$ cat src/rtl/uart_rx_baud_if.sv
// UART receive bundle: serial line and rate select toward the receiver, byte and status back.
// Pure wiring, no added latency.
// No backpressure: results are single-cycle strobes that the consumer must capture.
interface uart_rx_baud_if;
    logic       rx;
    logic [1:0] baud_select;
    logic [7:0] rx_data;
    logic       rx_valid;
    logic       rx_busy;
    logic       frame_err;
    logic       parity_err;

    modport master (
        output rx, baud_select,
        input  rx_data, rx_valid, rx_busy, frame_err, parity_err
    );

    modport slave (
        input  rx, baud_select,
        output rx_data, rx_valid, rx_busy, frame_err, parity_err
    );
endinterface

$ cat src/rtl/uart_rx_baud.sv
// 16x-oversampled UART receiver (8N1, or 8E1 when UART_RX_PARITY_EN is defined), rate from baud_select.
// Start seen 3 clocks after the line falls; rx_valid/frame_err one clock after the mid-stop tick.
// No backpressure: each byte is offered for exactly one cycle and never held for a consumer.
module uart_rx_baud #(
    parameter int CLK_FREQ = 50_000_000,
    parameter int OS_DIV_0 = 1302,
    parameter int OS_DIV_1 = 651,
    parameter int OS_DIV_2 = 326,
    parameter int OS_DIV_3 = 163
) (
    input  logic           clk,
    input  logic           reset,
    uart_rx_baud_if.slave  bus
);

    // Elaboration-time sanity check; the divisors must allow a tick at all.
    if (CLK_FREQ <= 0 || OS_DIV_0 < 1 || OS_DIV_1 < 1 || OS_DIV_2 < 1 || OS_DIV_3 < 1) begin : g_param_check
        $error("uart_rx_baud: CLK_FREQ and all OS_DIV_x must be positive");
    end

    typedef enum logic [2:0] {
        ST_IDLE,
        ST_START,
        ST_DATA,
        ST_STOP,
        ST_BREAK
`ifdef UART_RX_PARITY_EN
        , ST_PARITY
`endif
    } state_t;

    state_t      state_q, state_d;
    logic        rx_meta, rxs;
    logic [15:0] sel_div;
    logic [15:0] div_q, div_d;
    logic [15:0] baud_cnt_q;
    logic        tick;
    logic [3:0]  tick_cnt_q, tick_cnt_d;
    logic [2:0]  bit_cnt_q, bit_cnt_d;
    logic [7:0]  shift_q, shift_d;
    logic [7:0]  data_q, data_d;
    logic        valid_q, valid_d;
    logic        ferr_q, ferr_d;
`ifdef UART_RX_PARITY_EN
    logic        pflag_q, pflag_d;
    logic        perr_q, perr_d;
`endif

    // Two-flop synchronizer; idles high so reset never looks like a start bit.
    always_ff @(posedge clk) begin
        if (!reset) begin
            rx_meta <= 1'b1;
            rxs     <= 1'b1;
        end else begin
            rx_meta <= bus.rx;
            rxs     <= rx_meta;
        end
    end

    // Divisor for the currently requested rate; only sampled at start detection.
    always_comb begin
        case (bus.baud_select)
            2'b00:   sel_div = 16'(OS_DIV_0);
            2'b01:   sel_div = 16'(OS_DIV_1);
            2'b10:   sel_div = 16'(OS_DIV_2);
            default: sel_div = 16'(OS_DIV_3);
        endcase
    end

    // Oversample tick generator; parked at zero while no frame is in flight.
    always_ff @(posedge clk) begin
        if (!reset) begin
            baud_cnt_q <= '0;
        end else if (state_q == ST_IDLE || state_q == ST_BREAK || tick) begin
            baud_cnt_q <= '0;
        end else begin
            baud_cnt_q <= baud_cnt_q + 16'd1;
        end
    end

    assign tick = (state_q != ST_IDLE) && (baud_cnt_q == div_q - 16'd1);

    // State and datapath registers; every output is registered here.
    always_ff @(posedge clk) begin
        if (!reset) begin
            state_q    <= ST_IDLE;
            div_q      <= '0;
            tick_cnt_q <= '0;
            bit_cnt_q  <= '0;
            shift_q    <= '0;
            data_q     <= '0;
            valid_q    <= 1'b0;
            ferr_q     <= 1'b0;
`ifdef UART_RX_PARITY_EN
            pflag_q    <= 1'b0;
            perr_q     <= 1'b0;
`endif
        end else begin
            state_q    <= state_d;
            div_q      <= div_d;
            tick_cnt_q <= tick_cnt_d;
            bit_cnt_q  <= bit_cnt_d;
            shift_q    <= shift_d;
            data_q     <= data_d;
            valid_q    <= valid_d;
            ferr_q     <= ferr_d;
`ifdef UART_RX_PARITY_EN
            pflag_q    <= pflag_d;
            perr_q     <= perr_d;
`endif
        end
    end

    // Next-state and next-datapath logic; strobes default low so they last one cycle.
    always_comb begin
        state_d    = state_q;
        div_d      = div_q;
        tick_cnt_d = tick ? tick_cnt_q + 4'd1 : tick_cnt_q;
        bit_cnt_d  = bit_cnt_q;
        shift_d    = shift_q;
        data_d     = data_q;
        valid_d    = 1'b0;
        ferr_d     = 1'b0;
`ifdef UART_RX_PARITY_EN
        pflag_d    = pflag_q;
        perr_d     = 1'b0;
`endif
        case (state_q)
            ST_IDLE: begin
                tick_cnt_d = '0;
                bit_cnt_d  = '0;
                if (!rxs) begin
                    state_d = ST_START;
                    div_d   = sel_div;
                end
            end
            ST_START: begin
                // Eighth tick is mid start bit; a high line here was only a glitch.
                if (tick && tick_cnt_q == 4'd7) begin
                    tick_cnt_d = '0;
                    state_d    = rxs ? ST_IDLE : ST_DATA;
                end
            end
            ST_DATA: begin
                if (tick && tick_cnt_q == 4'd15) begin
                    shift_d   = {rxs, shift_q[7:1]};
                    bit_cnt_d = bit_cnt_q + 3'd1;
                    if (bit_cnt_q == 3'd7) begin
`ifdef UART_RX_PARITY_EN
                        state_d = ST_PARITY;
`else
                        state_d = ST_STOP;
`endif
                    end
                end
            end
`ifdef UART_RX_PARITY_EN
            ST_PARITY: begin
                // Even parity: the parity bit must equal the XOR of the data bits.
                if (tick && tick_cnt_q == 4'd15) begin
                    pflag_d = rxs ^ (^shift_q);
                    state_d = ST_STOP;
                end
            end
`endif
            ST_STOP: begin
                if (tick && tick_cnt_q == 4'd15) begin
                    if (rxs) begin
                        data_d  = shift_q;
                        valid_d = 1'b1;
`ifdef UART_RX_PARITY_EN
                        perr_d  = pflag_q;
`endif
                        state_d = ST_IDLE;
                    end else begin
                        ferr_d  = 1'b1;
                        state_d = ST_BREAK;
                    end
                end
            end
            ST_BREAK: begin
                // Hold off start detection until the line has been released.
                tick_cnt_d = '0;
                if (rxs) begin
                    state_d = ST_IDLE;
                end
            end
            default: begin
                state_d = ST_IDLE;
            end
        endcase
    end

    assign bus.rx_data   = data_q;
    assign bus.rx_valid  = valid_q;
    assign bus.frame_err = ferr_q;
    assign bus.rx_busy   = (state_q != ST_IDLE);
`ifdef UART_RX_PARITY_EN
    assign bus.parity_err = perr_q;
`else
    assign bus.parity_err = 1'b0;
`endif

endmodule

$ cat src/flat_wrapper.sv
// flat-port wrapper written by rule: the top's interface ports become plain ports
module uart_rx_baud_flat 
#(
    parameter int CLK_FREQ = 50_000_000,
    parameter int OS_DIV_0 = 1302,
    parameter int OS_DIV_1 = 651,
    parameter int OS_DIV_2 = 326,
    parameter int OS_DIV_3 = 163
)
  (clk, reset, bus_rx, bus_baud_select, bus_rx_data, bus_rx_valid, bus_rx_busy, bus_frame_err, bus_parity_err);
  uart_rx_baud_if bus_i ();
  input  logic clk;
  input  logic reset;
  input wire logic [$bits(bus_i.rx)-1:0] bus_rx;
  input wire logic [$bits(bus_i.baud_select)-1:0] bus_baud_select;
  output wire logic [$bits(bus_i.rx_data)-1:0] bus_rx_data;
  output wire logic [$bits(bus_i.rx_valid)-1:0] bus_rx_valid;
  output wire logic [$bits(bus_i.rx_busy)-1:0] bus_rx_busy;
  output wire logic [$bits(bus_i.frame_err)-1:0] bus_frame_err;
  output wire logic [$bits(bus_i.parity_err)-1:0] bus_parity_err;
  assign bus_i.rx = bus_rx;
  assign bus_i.baud_select = bus_baud_select;
  assign bus_rx_data = bus_i.rx_data;
  assign bus_rx_valid = bus_i.rx_valid;
  assign bus_rx_busy = bus_i.rx_busy;
  assign bus_frame_err = bus_i.frame_err;
  assign bus_parity_err = bus_i.parity_err;
  uart_rx_baud #(.CLK_FREQ(CLK_FREQ), .OS_DIV_0(OS_DIV_0), .OS_DIV_1(OS_DIV_1), .OS_DIV_2(OS_DIV_2), .OS_DIV_3(OS_DIV_3)) u_core (.clk(clk), .reset(reset), .bus(bus_i));
endmodule
$ cat config.mk
export PLATFORM = sky130hd
export DESIGN_NAME = uart_rx_baud_flat
export DESIGN_NICKNAME = d
export VERILOG_FILES = /design/src/rtl/uart_rx_baud_if.sv /design/src/rtl/uart_rx_baud.sv /design/src/flat_wrapper.sv
export SDC_FILE = /design/constraint.sdc
export NUM_CORES = 1
export LEC_CHECK = 0
export CORE_MARGIN = 2
export CORE_UTILIZATION = 50
export CTS_BUF_LIST = sky130_fd_sc_hd__clkbuf_16
export DETAILED_ROUTE_END_ITERATION = 6
export PLACE_DENSITY = 0.66
export SLEW_MARGIN = 20
export SYNTH_ARGS = -nofsm -noshare
export SYNTH_HDL_FRONTEND = slang
export SYNTH_SLANG_ARGS = --single-unit
$ cat constraint.sdc
create_clock -name clk -period 2.8 [get_ports clk]
set_input_delay 0.56 -clock clk [delete_from_list [all_inputs] [get_ports clk]]
set_output_delay 0.56 -clock clk [all_outputs]
set_load 0.03 [all_outputs]
-- Word level (Yosys, flattened, before mapping)
Index checks and enable logic that the tools add are counted.
- output and inout bits: 12
- flip-flop bits (word level): 62
- word-level logic and storage cells: 67
- bits of input ports: 5
- reductions and logical operators: 17
- bitwise logic cells: 2
- mux-type cells: 17
- equality and inequality tests: 16
- add/sub/neg operators: 4
- operators by type and width (operator ; number):
    $pmux 11 s3 ; 1
    $mux 3 ; 8
    $add 16x1->16 const B ; 1
    $eq 16x16->1 ; 1
    $sub 16x1->16 const B ; 1
    $pmux 3 s5 ; 1
    $ne 2x1->1 const B ; 5
    $mux 4 ; 2
    $pmux 4 s2 ; 1
    $eq 3x2->1 const B ; 2
    $eq 3x3->1 const B ; 2
    $pmux 3 s2 ; 1
    $reduce_and 2->1 ; 3
    $reduce_and 3->1 ; 2
    $reduce_and 6->1 ; 1
    $add 4x1->4 const B ; 1
    $eq 4x3->1 const B ; 1
    $eq 4x4->1 const B ; 1
    $reduce_or 2->1 ; 2
    $add 3x1->3 const B ; 1
    $eq 3x1->1 const B ; 1
    $logic_and 1x1->1 ; 3
    $logic_not 3->1 ; 1
    $reduce_bool 3->1 ; 1
    other kinds (9) ; 12

-- Logic depth before layout (Yosys ltp)
- word-level depth: 6
- depth in mapped cells: 11
- gate-level depth less buffers: 9

-- Least setup slack after synthesis
Ideal clock, no wire load.
- path kind: register -> register
- start point: register u_core.div_q[7]
- end point: register u_core.shift_q[0]
- buffers on the path: 2
- slack: 0.325 ns
- cell stages (with the launch flop): 11
- data required time: 2.728 ns
- arrival: 2.403 ns
- cells stage by stage: dfxtp_1 > buf_2 > inv_1 > ha_1 > or2b_1 > nor2_1 > o311a_1 > nor3_4 > and4_4 > buf_12 > mux2i_1
- word-level cells in the longest chain between the ends: 5
- ends and longest elaborated chain (item ; line ; RTL):
    start, declared ; uart_rx_baud.sv:35 ; logic [15:0] div_q, div_d;
    start signal, assigned ; uart_rx_baud.sv:100 ; div_q <= div_d;
    $sub 16x1->16 ; uart_rx_baud.sv:81 ; assign tick = (state_q != ST_IDLE) && (baud_cnt_q == div_q - 16'd1);
    $eq 16x16->1 ; uart_rx_baud.sv:81 ;
    $logic_and 1x1->1 ; uart_rx_baud.sv:81 ;
    $logic_and 1x1->1 ; uart_rx_baud.sv:145 ; if (tick && tick_cnt_q == 4'd15) begin
    $reduce_and 2->1 (no line) ; - ;
    end signal, assigned ; uart_rx_baud.sv:103 ; shift_q <= shift_d;
    end, declared ; uart_rx_baud.sv:40 ; logic [7:0] shift_q, shift_d;
No other way between the ends.
A chain may end at the register's enable or synchronous reset.

-- Final worst setup path
- start point: register u_core.div_q[7]
- end point: register u_core.tick_cnt_q[3]
- word-level cells in the longest chain between the ends: 6
- elaborated cells between the ends (all ways): 7
- classes of those cells: add/sub: 1; eq/ne: 1; mux: 3; reduce/logical: 2
- ends and longest elaborated chain (item ; line ; RTL):
    $sub 16x1->16 (*) ; uart_rx_baud.sv:81 ;
    $eq 16x16->1 (*) ; uart_rx_baud.sv:81 ;
    $logic_and 1x1->1 (*) ; uart_rx_baud.sv:81 ;
    $mux 4 or $logic_and 1x1->1 (tied branches) ; uart_rx_baud.sv:118, uart_rx_baud.sv:139 ;
    $mux 4 ; uart_rx_baud.sv:139 ; if (tick && tick_cnt_q == 4'd7) begin
    $pmux 4 s2 (*) ; uart_rx_baud.sv:128 ; case (state_q)
    end signal, assigned ; uart_rx_baud.sv:101 ; tick_cnt_q <= tick_cnt_d;
    end, declared ; uart_rx_baud.sv:38 ; logic [3:0] tick_cnt_q, tick_cnt_d;
Mark *: on every way between the ends. The rest lies on a longest branch, timed or not.

==> impl_results.html <==
<table>
<tr><th>Metric</th><th>Value</th></tr>
<tr><th colspan="2">Status</th></tr>
<tr><td>Result of the run</td><td>finished, final reports clean</td></tr>
<tr><th colspan="2">Finish</th></tr>
<tr><td>Fraction of layout cells with a size suffix above 1</td><td>7.59%</td></tr>
<tr><td>Footprint of the multi-input gates</td><td>0.00157 mm^2</td></tr>
<tr><td>Register Area</td><td>0.00106 mm^2</td></tr>
<tr><td>Top library cells by usage in the layout, fill and taps aside</td><td>dfxtp_1 (53), nor2_1 (31), nand2_1 (29)</td></tr>
<tr><td>Final core area utilization</td><td>59.5%</td></tr>
<tr><td>Count of nets after finishing</td><td>325</td></tr>
<tr><td>Most common library cell in the layout ignoring fill and taps</td><td>dfxtp_1</td></tr>
<tr><td>Relative area change from synthesis to final layout</td><td>12.8%</td></tr>
<tr><td>Number of fill cells</td><td>485</td></tr>
<tr><td>Number of diodes added for antenna fixing</td><td>0</td></tr>
<tr><th colspan="2">Detailed routing</th></tr>
<tr><td>Number of antenna-violating nets in the routed design</td><td>0</td></tr>
<tr><td>DRC violation total after the first TritonRoute iteration</td><td>110</td></tr>
<tr><td>Final routed wirelength across all metal layers</td><td>5340 um</td></tr>
<tr><td>Average routed wire per standard cell</td><td>13.8 um</td></tr>
<tr><td>Via Count</td><td>2094</td></tr>
<tr><td>Vias per inst</td><td>5.42</td></tr>
<tr><td>DRC</td><td>0</td></tr>
<tr><td>Number of detailed-route iterations in the first pass</td><td>5</td></tr>
<tr><th colspan="2">Worst setup path</th></tr>
<tr><td>Worst R2R Path Depth</td><td>9</td></tr>
<tr><td>Nature of the critical path startpoint</td><td>flop</td></tr>
<tr><td>Reg2Reg Launch Point</td><td>u_core.div_q[7]$_SDFFE_PN0P_</td></tr>
<tr><td>FF-to-FF setup slack</td><td>0.16 ns</td></tr>
<tr><td>Nature of the critical path endpoint</td><td>flop</td></tr>
<tr><td>Req. time, crit path</td><td>2.97 ns</td></tr>
<tr><td>Critical R2R Capture</td><td>u_core.tick_cnt_q[3]$_SDFF_PN0_</td></tr>
<tr><td>Critical path type</td><td>flop to flop</td></tr>
<tr><td>Crit path arrival time</td><td>2.81 ns</td></tr>
<tr><td>Largest fanout on the critical path</td><td>10</td></tr>
<tr><th colspan="2">Hold path</th></tr>
<tr><td>Source of the worst hold timing path</td><td>u_core.rx_meta$_SDFF_PN1_</td></tr>
<tr><td>Tightest Hold Check Type</td><td>flop to flop</td></tr>
<tr><td>Hold Path End</td><td>u_core.rxs$_SDFF_PN1_</td></tr>
<tr><td>Number of stages on the worst hold path</td><td>1</td></tr>
<tr><th colspan="2">Timing</th></tr>
<tr><td>Clock skew after layout</td><td>0.00702 ns</td></tr>
<tr><td>Final setup violation count</td><td>0</td></tr>
<tr><td>Final worst path period share</td><td>94.1%</td></tr>
<tr><td>Worst-margin pin slew</td><td>0.741 ns</td></tr>
<tr><td>Setup repair after global routing missed its margin</td><td>false</td></tr>
<tr><td>Count of endpoints failing hold in the final timing report</td><td>0</td></tr>
<tr><td>Slew headroom</td><td>50.2%</td></tr>
<tr><td>Maximum clock rate</td><td>0.379 GHz</td></tr>
<tr><td>Total negative slack for setup checks</td><td>0 ns</td></tr>
<tr><td>Final number of max-transition violations</td><td>0</td></tr>
<tr><td>Minimum clock period after layout</td><td>2.64 ns</td></tr>
<tr><th colspan="2">Synthesis</th></tr>
<tr><td>Number of warnings reported in the yosys synthesis log</td><td>0</td></tr>
<tr><td>Async set-reset flop share out of synthesis</td><td>0%</td></tr>
<tr><td>Unique cell type count in the Yosys netlist</td><td>54</td></tr>
<tr><td>Post-synth design cell area</td><td>0.00275 mm^2</td></tr>
<tr><td>Number of flip-flops and latches in the synthesized netlist</td><td>53</td></tr>
<tr><td>Share of synthesized area occupied by flip-flops and latches</td><td>38.6%</td></tr>
<tr><td>Number of flops mapped to enable cells by yosys</td><td>0</td></tr>
<tr><td>Average cell area after synthesis</td><td>9.07 um^2</td></tr>
<tr><td>Post-synthesis instance total</td><td>303</td></tr>
<tr><td>Dominant synthesized flop cell</td><td>dfxtp_1</td></tr>
<tr><td>Synth Net Count</td><td>313</td></tr>
<tr><th colspan="2">Power</th></tr>
<tr><td>Part of the total power dissipated in the clock network</td><td>40.4%</td></tr>
<tr><td>Leakage power summed over all cells</td><td>1.20 nW</td></tr>
<tr><td>Internal Pwr Total</td><td>1.31 mW</td></tr>
<tr><td>Fraction of power spent switching nets</td><td>27.4%</td></tr>
<tr><td>Logic pwr share</td><td>15.1%</td></tr>
<tr><td>Worst VDD drop</td><td>0.382 mV</td></tr>
<tr><td>P per Cell Area</td><td>580 mW/mm^2</td></tr>
<tr><td>Portion of total power attributed to sequential cells</td><td>44.5%</td></tr>
<tr><td>Net Switching</td><td>493 uW</td></tr>
<tr><th colspan="2">Placed design</th></tr>
<tr><td>Number of port buffers</td><td>15</td></tr>
<tr><td>Final weighted congestion in routability-driven placement</td><td>0.827</td></tr>
<tr><td>HPWL reported at the end of detailed placement</td><td>3860 um</td></tr>
<tr><th colspan="2">GRT</th></tr>
<tr><td>Number of global-route vias before repair</td><td>1920</td></tr>
<tr><td>Maximum number of pins on one net before global-route repair</td><td>31</td></tr>
<tr><td>Final global-route overflow total</td><td>0</td></tr>
<tr><td>Antenna violations before repair</td><td>0</td></tr>
<tr><td>Total Routing Usage GR</td><td>19.0%</td></tr>
<tr><td>Wire length of the first global-routing pass</td><td>9180 um</td></tr>
<tr><th colspan="2">Die</th></tr>
<tr><td>Height of the chip</td><td>78.1 um</td></tr>
<tr><td>Std-Cell Rows</td><td>26</td></tr>
<tr><td>Width of the die</td><td>78.1 um</td></tr>
<tr><td>Starting density of the core</td><td>52.8%</td></tr>
<tr><td>Number of I/O pins</td><td>17</td></tr>
<tr><td>Die area</td><td>0.00610 mm^2</td></tr>
<tr><td>Core Region</td><td>0.00520 mm^2</td></tr>
<tr><th colspan="2">Clock tree</th></tr>
<tr><td>TritonCTS clock tree</td><td>done</td></tr>
<tr><td>Clock transition at the registers of the reported paths</td><td>0.07 ns</td></tr>
<tr><td>Hold buffer count at CTS</td><td>0</td></tr>
<tr><td>Clock insertion delay at the later pin of the skew report</td><td>0.30 ns</td></tr>
<tr><td>Clock sink count</td><td>53</td></tr>
<tr><td>CTS buffer count</td><td>5</td></tr>
<tr><td>Root cell of the clock tree</td><td>clkbuf_16</td></tr>
<tr><td>Count of H-tree levels built during CTS</td><td>2</td></tr>
<tr><td>Max Root-Sink Buffers</td><td>2</td></tr>
<tr><th colspan="2">Job</th></tr>
<tr><td>Count of max-cap constraint violations</td><td>0</td></tr>
</table>
## registers in the layout, indices dropped and copies added (netlist names)
name                  flops
u_core.baud_cnt_q        16
u_core.bus.rx_data        8
u_core.shift_q            8
u_core.div_q              7
u_core.tick_cnt_q         4
u_core.bit_cnt_q          3
u_core.state_q            3
u_core.bus.frame_err      1
u_core.bus.rx_valid       1
u_core.rx_meta            1
u_core.rxs                1
## metal layers
| metal | part of all wire, % | global-route usage (%) | vias to the layer above |
|---|---|---|---|
| met5 | 0 | 0 | - |
| met4 | 1.2 | 6.84 | 0 |
| met3 | 3.5 | 3.56 | 5 |
| met2 | 42 | 27.4 | 35 |
| met1 | 53 | 28.1 | 966 |
| li1 | - | - | 1088 |
## power by group through the flow
stage | logic (mW) | registers, mW | clock network, mW
global placement | 0.272 | 0.816 | 0
global route | 0.303 | 0.803 | 0.777
CTS | 0.274 | 0.799 | 0.737
finish | 0.272 | 0.800 | 0.726
detailed placement | 0.273 | 0.816 | 0
floorplan | 0.220 | 0.805 | 0
## cells in the mapped netlist (3+ instances only)
cell type  number  share of area (%)
dfxtp_1        53                 39
nor2_1         31                4.2
nand2_1        29                4.0
mux2i_1        22                8.0
nand3_1        18                3.3
xor2_1         14                4.5
nor2b_1        12                2.7
xnor2_1        11                3.5
clkbuf_1        8                1.1
nor3_1          8                1.5
a21oi_1         7                1.3
inv_1           7               0.96
a21boi_0        5                1.4
and3_1          5                1.1
ha_1            5                2.3
nand4_1         5                1.1
o21ai_0         5               0.91
nand2b_1        4               0.91
and2_1          3               0.68
nand3b_1        3               0.82
nor4_1          3               0.68
o211ai_1        3               0.82
## layout make-up
class,count,area share [%]
clock buffer,5,4.04
timing repair buffer,19,5.82
clock inverter,3,1.53
tap,70,2.83
inverter,7,0.848
multi-input combinational,229,50.7
sequential,53,34.2
## worst max-delay path: stages, from the launching register on
cell,delay (ns)
dfxtp_1,0.44
inv_1,0.09
ha_1,0.26
or2b_1,0.27
nor2_1,0.08
o311a_1,0.40
nor3_4,0.31
nand4_4,0.28
o211ai_1,0.26
o31ai_1,0.11
## cells by family (layout without fill, tap and decap cells)
logic type                 count (synthesis)  count (layout)  share of synthesized area [%]
and+or+nand+nor                          139             139                           28.6
DFF                                       53              53                           38.6
AOI/OAI and AO/OA                         37              37                           10.1
xor gates and xnor gates                  25              25                           7.97
muxes                                     22              22                           8.01
buffers and inverters                     21              34                           4.24
adders and majority gates                  5               5                           2.28
other                                      1               1                          0.136
## what timing repair did
action,4_1_cts,5_1_grt
setup endpoints to repair,0,8
gates resized for setup,0,0
setup buffers,0,0
## worst max-delay path by stage
| stage | from | endpoint | slack (ns) | cells past startpoint |
|---|---|---|---|---|
| after floorplan | u_core.div_q[7]$_SDFFE_PN0P_ | u_core.shift_q[0]$_SDFFE_PN0P_ | 0.33 | 10 |
| after global placement | u_core.div_q[7]$_SDFFE_PN0P_ | u_core.tick_cnt_q[0]$_SDFF_PN0_ | 0.16 | 9 |
| after detailed placement | u_core.div_q[7]$_SDFFE_PN0P_ | u_core.tick_cnt_q[3]$_SDFF_PN0_ | 0.16 | 9 |
| after CTS | u_core.div_q[7]$_SDFFE_PN0P_ | u_core.tick_cnt_q[3]$_SDFF_PN0_ | 0.1 | 9 |
| after global routing | u_core.div_q[7]$_SDFFE_PN0P_ | u_core.tick_cnt_q[3]$_SDFF_PN0_ | 0.005 | 9 |
| final | u_core.div_q[7]$_SDFFE_PN0P_ | u_core.tick_cnt_q[3]$_SDFF_PN0_ | 0.16 | 9 |
## stage by stage
stage	hold slack [ns]	setup slack [ns]	power [mW]	std cells	cell area (um^2)
2_1_floorplan	0.386	0.325	1.03	303	2750
3_3_place_gp	0.390	0.165	1.09	378	2930
3_5_place_dp	0.395	0.161	1.09	378	2930
4_1_cts	0.411	0.0965	1.81	386	3100
5_1_grt	0.440	0.00532	1.88	386	3100
6_report	0.408	0.165	1.80	386	3100
Note: power is estimated with default switching activity, not from simulation.
